File: config.mk
export PLATFORM = sky130hd
export DESIGN_NAME = load_store_unit
export DESIGN_NICKNAME = d
export VERILOG_FILES = /design/src/rtl/lsu_pkg.sv /design/src/rtl/load_store_unit.sv
export SDC_FILE = /design/constraint.sdc
export NUM_CORES = 1
export LEC_CHECK = 0
export CORE_MARGIN = 5
export CORE_UTILIZATION = 40
export CTS_CLUSTER_DIAMETER = 200
export DETAILED_ROUTE_END_ITERATION = 7
export PLACE_DENSITY_LB_ADDON = 0.25
export SLEW_MARGIN = 10
export SYNTH_ARGS = -nofsm -noshare
export SYNTH_HDL_FRONTEND = slang
export SYNTH_SLANG_ARGS = --single-unit
File: constraint.sdc
create_clock -name clk -period 1.7 [get_ports clk]
set_input_delay 0.34 -clock clk [delete_from_list [all_inputs] [get_ports clk]]
set_output_delay 0.34 -clock clk [all_outputs]
set_load 0.02 [all_outputs]
File: src/rtl/lsu_pkg.sv
// Shared types for the load/store unit: FSM state encoding and access sizes.
package lsu_pkg;

  typedef enum logic [1:0] {
    IDLE,
    ACC_LO,
    ACC_HI,
    DONE
  } lsu_state_t;

  localparam logic BYTE = 1'b0;
  localparam logic WORD = 1'b1;

endpackage

File: src/rtl/load_store_unit.sv
// Load/store sequencer between execute and the 256-byte data_memory.
// Accepts one request at a time, drives the memory pins and returns load
// results to writeback with the destination tag.
// Optional feature: define LSU_WORD_EN to enable 16-bit little-endian
// accesses split into two byte accesses (low byte first).
module load_store_unit
  import lsu_pkg::*;
#(
  parameter int ADDR_W = 8,
  parameter int REG_W  = 3
) (
  input  logic              clk,
  input  logic              reset,
  input  logic              req_valid,
  output logic              req_ready,
  input  logic              req_write,
  input  logic              req_word,
  input  logic [ADDR_W-1:0] req_addr,
  input  logic [15:0]       req_wdata,
  input  logic [REG_W-1:0]  req_rd,
  output logic [ADDR_W-1:0] mem_addr,
  output logic              mem_we,
  output logic [7:0]        mem_wdata,
  input  logic [7:0]        mem_rdata,
  output logic              wb_valid,
  output logic [REG_W-1:0]  wb_rd,
  output logic [15:0]       wb_data
);

  lsu_state_t       state;
  logic             write_q;
  logic [REG_W-1:0] rd_q;

`ifdef LSU_WORD_EN
  logic       size_q;
  logic [7:0] wdata_hi_q;
  logic [7:0] result_lo;
`else
  logic unused_word_bits;
  assign unused_word_bits = ^{req_word, req_wdata[15:8]};
`endif

  // Write strobe is only live while an access state is driving a store.
  always_comb begin
    mem_we = 1'b0;
    if (write_q && (state == ACC_LO || state == ACC_HI)) begin
      mem_we = 1'b1;
    end
  end

  // Sequencer FSM with registered memory address/data and writeback outputs.
  always_ff @(posedge clk or posedge reset) begin
    if (reset) begin
      state     <= IDLE;
      req_ready <= 1'b1;
      write_q   <= 1'b0;
      rd_q      <= '0;
      mem_addr  <= '0;
      mem_wdata <= 8'h00;
      wb_valid  <= 1'b0;
      wb_rd     <= '0;
      wb_data   <= 16'h0000;
`ifdef LSU_WORD_EN
      size_q     <= BYTE;
      wdata_hi_q <= 8'h00;
      result_lo  <= 8'h00;
`endif
    end else begin
      wb_valid <= 1'b0;
      case (state)
        IDLE: begin
          if (req_valid) begin
            write_q   <= req_write;
            rd_q      <= req_rd;
            mem_addr  <= req_addr;
            mem_wdata <= req_wdata[7:0];
`ifdef LSU_WORD_EN
            size_q     <= req_word ? WORD : BYTE;
            wdata_hi_q <= req_wdata[15:8];
`endif
            req_ready <= 1'b0;
            state     <= ACC_LO;
          end
        end
        ACC_LO: begin
`ifdef LSU_WORD_EN
          if (size_q == WORD) begin
            result_lo <= mem_rdata;
            mem_addr  <= mem_addr + 1'b1;
            mem_wdata <= wdata_hi_q;
            state     <= ACC_HI;
          end else begin
            state <= DONE;
            if (!write_q) begin
              wb_valid <= 1'b1;
              wb_rd    <= rd_q;
              wb_data  <= {8'h00, mem_rdata};
            end
          end
`else
          state <= DONE;
          if (!write_q) begin
            wb_valid <= 1'b1;
            wb_rd    <= rd_q;
            wb_data  <= {8'h00, mem_rdata};
          end
`endif
        end
`ifdef LSU_WORD_EN
        ACC_HI: begin
          state <= DONE;
          if (!write_q) begin
            wb_valid <= 1'b1;
            wb_rd    <= rd_q;
            wb_data  <= {mem_rdata, result_lo};
          end
        end
`endif
        DONE: begin
          state     <= IDLE;
          req_ready <= 1'b1;
        end
        default: begin
          state     <= IDLE;
          req_ready <= 1'b1;
        end
      endcase
    end
  end

endmodule

# [After elaboration in Yosys (flattened, before gate mapping)]
# Cells that the tools add are included.
[classes] addsub=0 mul=0 n_div=0 n_lt_le_gt_ge=0 n_eq_ne=3 n_shift=0 n_mux=7 bitwise_logic=2 reduce_logical=6
[ops] operator="AND reduction 2 bit" count=3
[ops] operator="2-to-1 mux 1 bit" count=4
[ops] operator="one-hot mux 2 bit (2 select lines)" count=1
[ops] operator="equality test 2 x 1 -> 1 bit (second input constant)" count=1
[ops] operator="equality test 2 bit (second input constant)" count=1
[ops] operator="logical NOT 2 bit" count=1
[ops] operator="2-to-1 mux 2 bit" count=1
[ops] operator="inequality test 2 bit (second input constant)" count=1
[ops] operator="NOT 1 bit" count=2
[ops] operator="one-hot mux 1 bit (2 select lines)" count=1
[ops] operator="logical AND 1 bit" count=1
[ops] operator="logical OR 1 bit" count=1
[totals] reg_bits=35 latchBits=0 ram_bits=0 rom_bits=0 input_bits=40 output_inout_bits=38 elab_cells=27 mem_count=0

# [Longest topological paths before layout]
[logic_depth] ltp_word=4 ltp_mapped=5 mapped_depth_nobuf=4

# [Worst setup path before layout]
# No wires, ideal clock.
[synth_path] path_kind="register -> register" start="reg state[1]" end="reg wb_data[0]" setup_time_ps=125 arrival_time_ps=1247 t_required_ps=1575 setup_slack_ps=328 stages_incl_launch_ff=6 path_buffers=1 period_less_slack_ps=1372 cell_sequence="dfrtp_1 > inv_1 > ha_1 > nor2b_4 > buf_12 > mux2_4"
[synth_via] elab_chain_cells=2
[synth_rtl] element="from (decl)" line="load_store_unit.sv:30" rtl="lsu_state_t state;"
[synth_rtl] element="from (signal assigned)" line="load_store_unit.sv:54" rtl="state <= IDLE;"
[synth_rtl] element="from (signal assigned)" line="load_store_unit.sv:82" rtl="state <= ACC_LO;"
[synth_rtl] element="from (signal assigned)" line="load_store_unit.sv:101" rtl="state <= DONE;"
[synth_rtl] element="equality test 2 x 1 -> 1 bit" line="load_store_unit.sv:70" rtl="case (state)"
[synth_rtl] element="AND reduction 2 bit (no line)"
[synth_rtl] element="to (signal assigned)" line="load_store_unit.sv:105" rtl="wb_data <= {8'h00, mem_rdata};"
[synth_rtl] element="to (decl)" line="load_store_unit.sv:27" rtl="output logic [15:0] wb_data"
# No other way between the ends.
# A chain may end at the register's enable or synchronous reset.

# [Worst setup path after layout]
[layout_path] start="reg state[1]" end="out mem_we"
[layout_via] elab_chain_cells=4 elab_cells_between_ends=5 cone_classes="eq/ne (2); mux (1); reduce/logical (2)"
[layout_rtl] element="equality test 2 x 1 -> 1 bit or equality test 2 bit (tied branches)" line="load_store_unit.sv:46" rtl="if (write_q && (state == ACC_LO || state == ACC_HI)) begin"
[layout_rtl] element="logical OR 1 bit (*)" line="load_store_unit.sv:46"
[layout_rtl] element="logical AND 1 bit (*)" line="load_store_unit.sv:46"
[layout_rtl] element="2-to-1 mux 1 bit (*)" line="load_store_unit.sv:46"
[layout_rtl] element="to (decl)" line="load_store_unit.sv:22" rtl="output logic mem_we,"
# Every way passes the cells marked *; elsewhere a longest branch is shown, timed or not.

==> summary.txt <==
Synth area leaders: dfrtp_1 55%, mux2_4 28%, buf_4 3.9%
Clock skew: 0.00233 ns
Area of the multi-input gates: 594 µm²
GRT overflow: 0
Die H: 72.4 µm
Placed Area: 2220 µm²
Setup violators final: 0
H-tree depth: 2
Cell area after synthesis: 1560 µm²
Synthesis-stage register bit count: 35
Initial Util: 0.420
Min-Delay Path Class: in -> async
CP Launch Type: flip-flop
Number of fillers in the final layout: 306
RSZ-0062 raised after global routing: false
Gpl congestion: 0.705
Max Cap Viol: 0
I/O Buffers: 60
Mapped Avg Cell Area: 16.9 µm²
DRC errors left: 0
Worst-Skew Late Latency: 0.27 ns
Synthesis-to-layout area growth: 47.3%
Status: completed
Post-synthesis sequential area ratio: 0.563
Netlist cell types: 16
Vias post-DR: 934
DRT antenna net count: 0
Final number of hold-violating endpoints: 0
# diodes: 0
CTS max path bufs: 2
Biggest area consumer among synthesized cells: dfrtp_1
Max Freq: 629 MHz
WP data required: 1.36 ns
Max Slew Vio Count: 0
Vias in the first global route: 981
CTS clk-pin slew, worst paths: 0.06 ns
Pin count of the biggest net entering global routing: 26
Critical path fanouts, max: 2
Layout cell share with drive strength beyond 1: 0.307
Die ar.: 5250 µm²
Ys Warns: 0
IO Pins: 78
Total Routing Usage GR: 0.119
DIE WIDTH: 72.4 µm
Final Cycle Share: 0.935
Detailed Route Iter0 Violations: 30
Row Count: 22
CTS tree: built
Final WL: 3000 µm
Top cell type's share of synthesized area: 0.546
Worst-case vdd ir drop: 0.940 mV
Final instance area: 2300 µm²
Clk sinks: 35
Critical path endpoint category: output pin
DRT Pass-1 Iters: 3
Pwr/cell area: 2000 nW/µm²
Final nets: 205
Mapped Cells: 92
Initial antenna violation count: 0
Register area: 877 µm²
Critical Path Source: state[1]
Core area: 3720 µm²
WL/cell: 14.2 µm
Placement Setup Slack: -0.00496 ns
FF-to-FF Start: state[1]
Hpwl dp: 2260 µm
Data arrival, critical path: 1.25 ns
Cts bufs inserted: 5
Leakage: 1.08 nW
Worst setup margin: 0.110 ns
Root Driver: clkbuf_8
First-pass GRT wire length: 4770 µm
Setup CP Type: reg -> out
Vias per cell: 4.43
Min cycle time layout: 1.59 ns
cell families (layout without fill, tap and decap cells):
kind of cell	count (synthesis)	count (layout)	synth area share
muxes	32	32	0.301
and+or+nand+nor	5	5	0.0249
adders and majority gates	3	3	0.0241
AOI/OAI and AO/OA	2	2	0.0120
other	1	8	0.00241
buffers and inverters	14	78	0.0730
DFF	35	35	0.563
critical path, stage by stage (launching register included):
cell,delay [ns]
dfrtp_1,0.38
inv_1,0.08
ha_1,0.22
and2_1,0.15
buf_2,0.15
placed cells by master, fill, tap and decap left out, drive strengths merged:
master,instances
clkdlybuf4s50,58
dfrtp,34
mux2,32
conb,8
buf,8
clkbuf,7
inv,3
ha,3
nand2b,2
nand2,1
nor2b,1
o22a,1
and2,1
o2bb2ai,1
clkinv,1
dlygate4sd2,1
dfstp,1
path summary, 6_finish.rpt:
kind	to	slack (ns)	cells past startpoint
worst max-delay path	mem_we	0.11	4
worst min-delay path	mem_addr[3]	0.37	3
worst max register to register	wb_rd[1]	0.14	6
worst min register to register	req_ready	0.48	1
max in group asynchronous	req_ready	0.97	3
min in group clk	req_ready	0.48	1
state kept, by name (all words and copies together), names as in the netlist:
register	count
write_q	1
wb_data	8
wb_valid	1
req_ready	1
rd_q	3
mem_wdata	8
mem_addr	8
wb_rd	3
state	2
cells in the mapped netlist:
master	count
and2_1	1
buf_12	1
buf_4	8
buf_6	2
conb_1	1
dfrtp_1	34
dfstp_2	1
ha_1	3
inv_1	3
mux2_2	3
mux2_4	29
nand2_2	1
nand2b_1	2
nor2b_4	1
o22a_2	1
o2bb2ai_1	1
metal layers:
layer / wire [µm] / vias to the layer above / GRT usage
met3: 292 / 5 / 0.0402
met1: 1200 / 451 / 0.141
met5: 0 / - / 0
met2: 1460 / 44 / 0.196
met4: 53 / 0 / 0.0492
li1: - / 434 / -
where the power goes:
part | total [mW] | internal [mW] | switching (mW)
sequential | 1.51 | 1.27 | 0.235
combinational | 2.53 | 1.50 | 1.02
clock | 0.551 | 0.287 | 0.264
metrics by stage:
stage	total power, mW	TNS (ns)	std cells	utilization	hold WS [ns]
CTS	4.65	0	211	0.618	0.365
finish	4.58	0	211	0.618	0.368
floorplan	3.07	0	99	-	0.476
global route	4.84	0	211	0.618	0.401
global placement	4.03	0	203	0.598	0.473
detailed placement	4.09	-0.00496	203	0.598	0.477
final cells by class:
| type | count | share of cell area |
|---|---|---|
| Inverter | 3 | 0.00490 |
| Timing Repair Buffer | 67 | 0.293 |
| Multi-Input combinational cell | 50 | 0.259 |
| Clock inverter | 1 | 0.00218 |
| Clock buffer | 7 | 0.0332 |
| Sequential cell | 35 | 0.382 |
| Tap cell | 48 | 0.0262 |
timing repair:
item / 4_1_cts / 5_1_grt
endpoints found under the setup margin: 2 / 0
hold buffers: 0 / 0
resized for setup: 5 / 0
setup buffers: 0 / 0
Power figures use the tool's default switching activity.
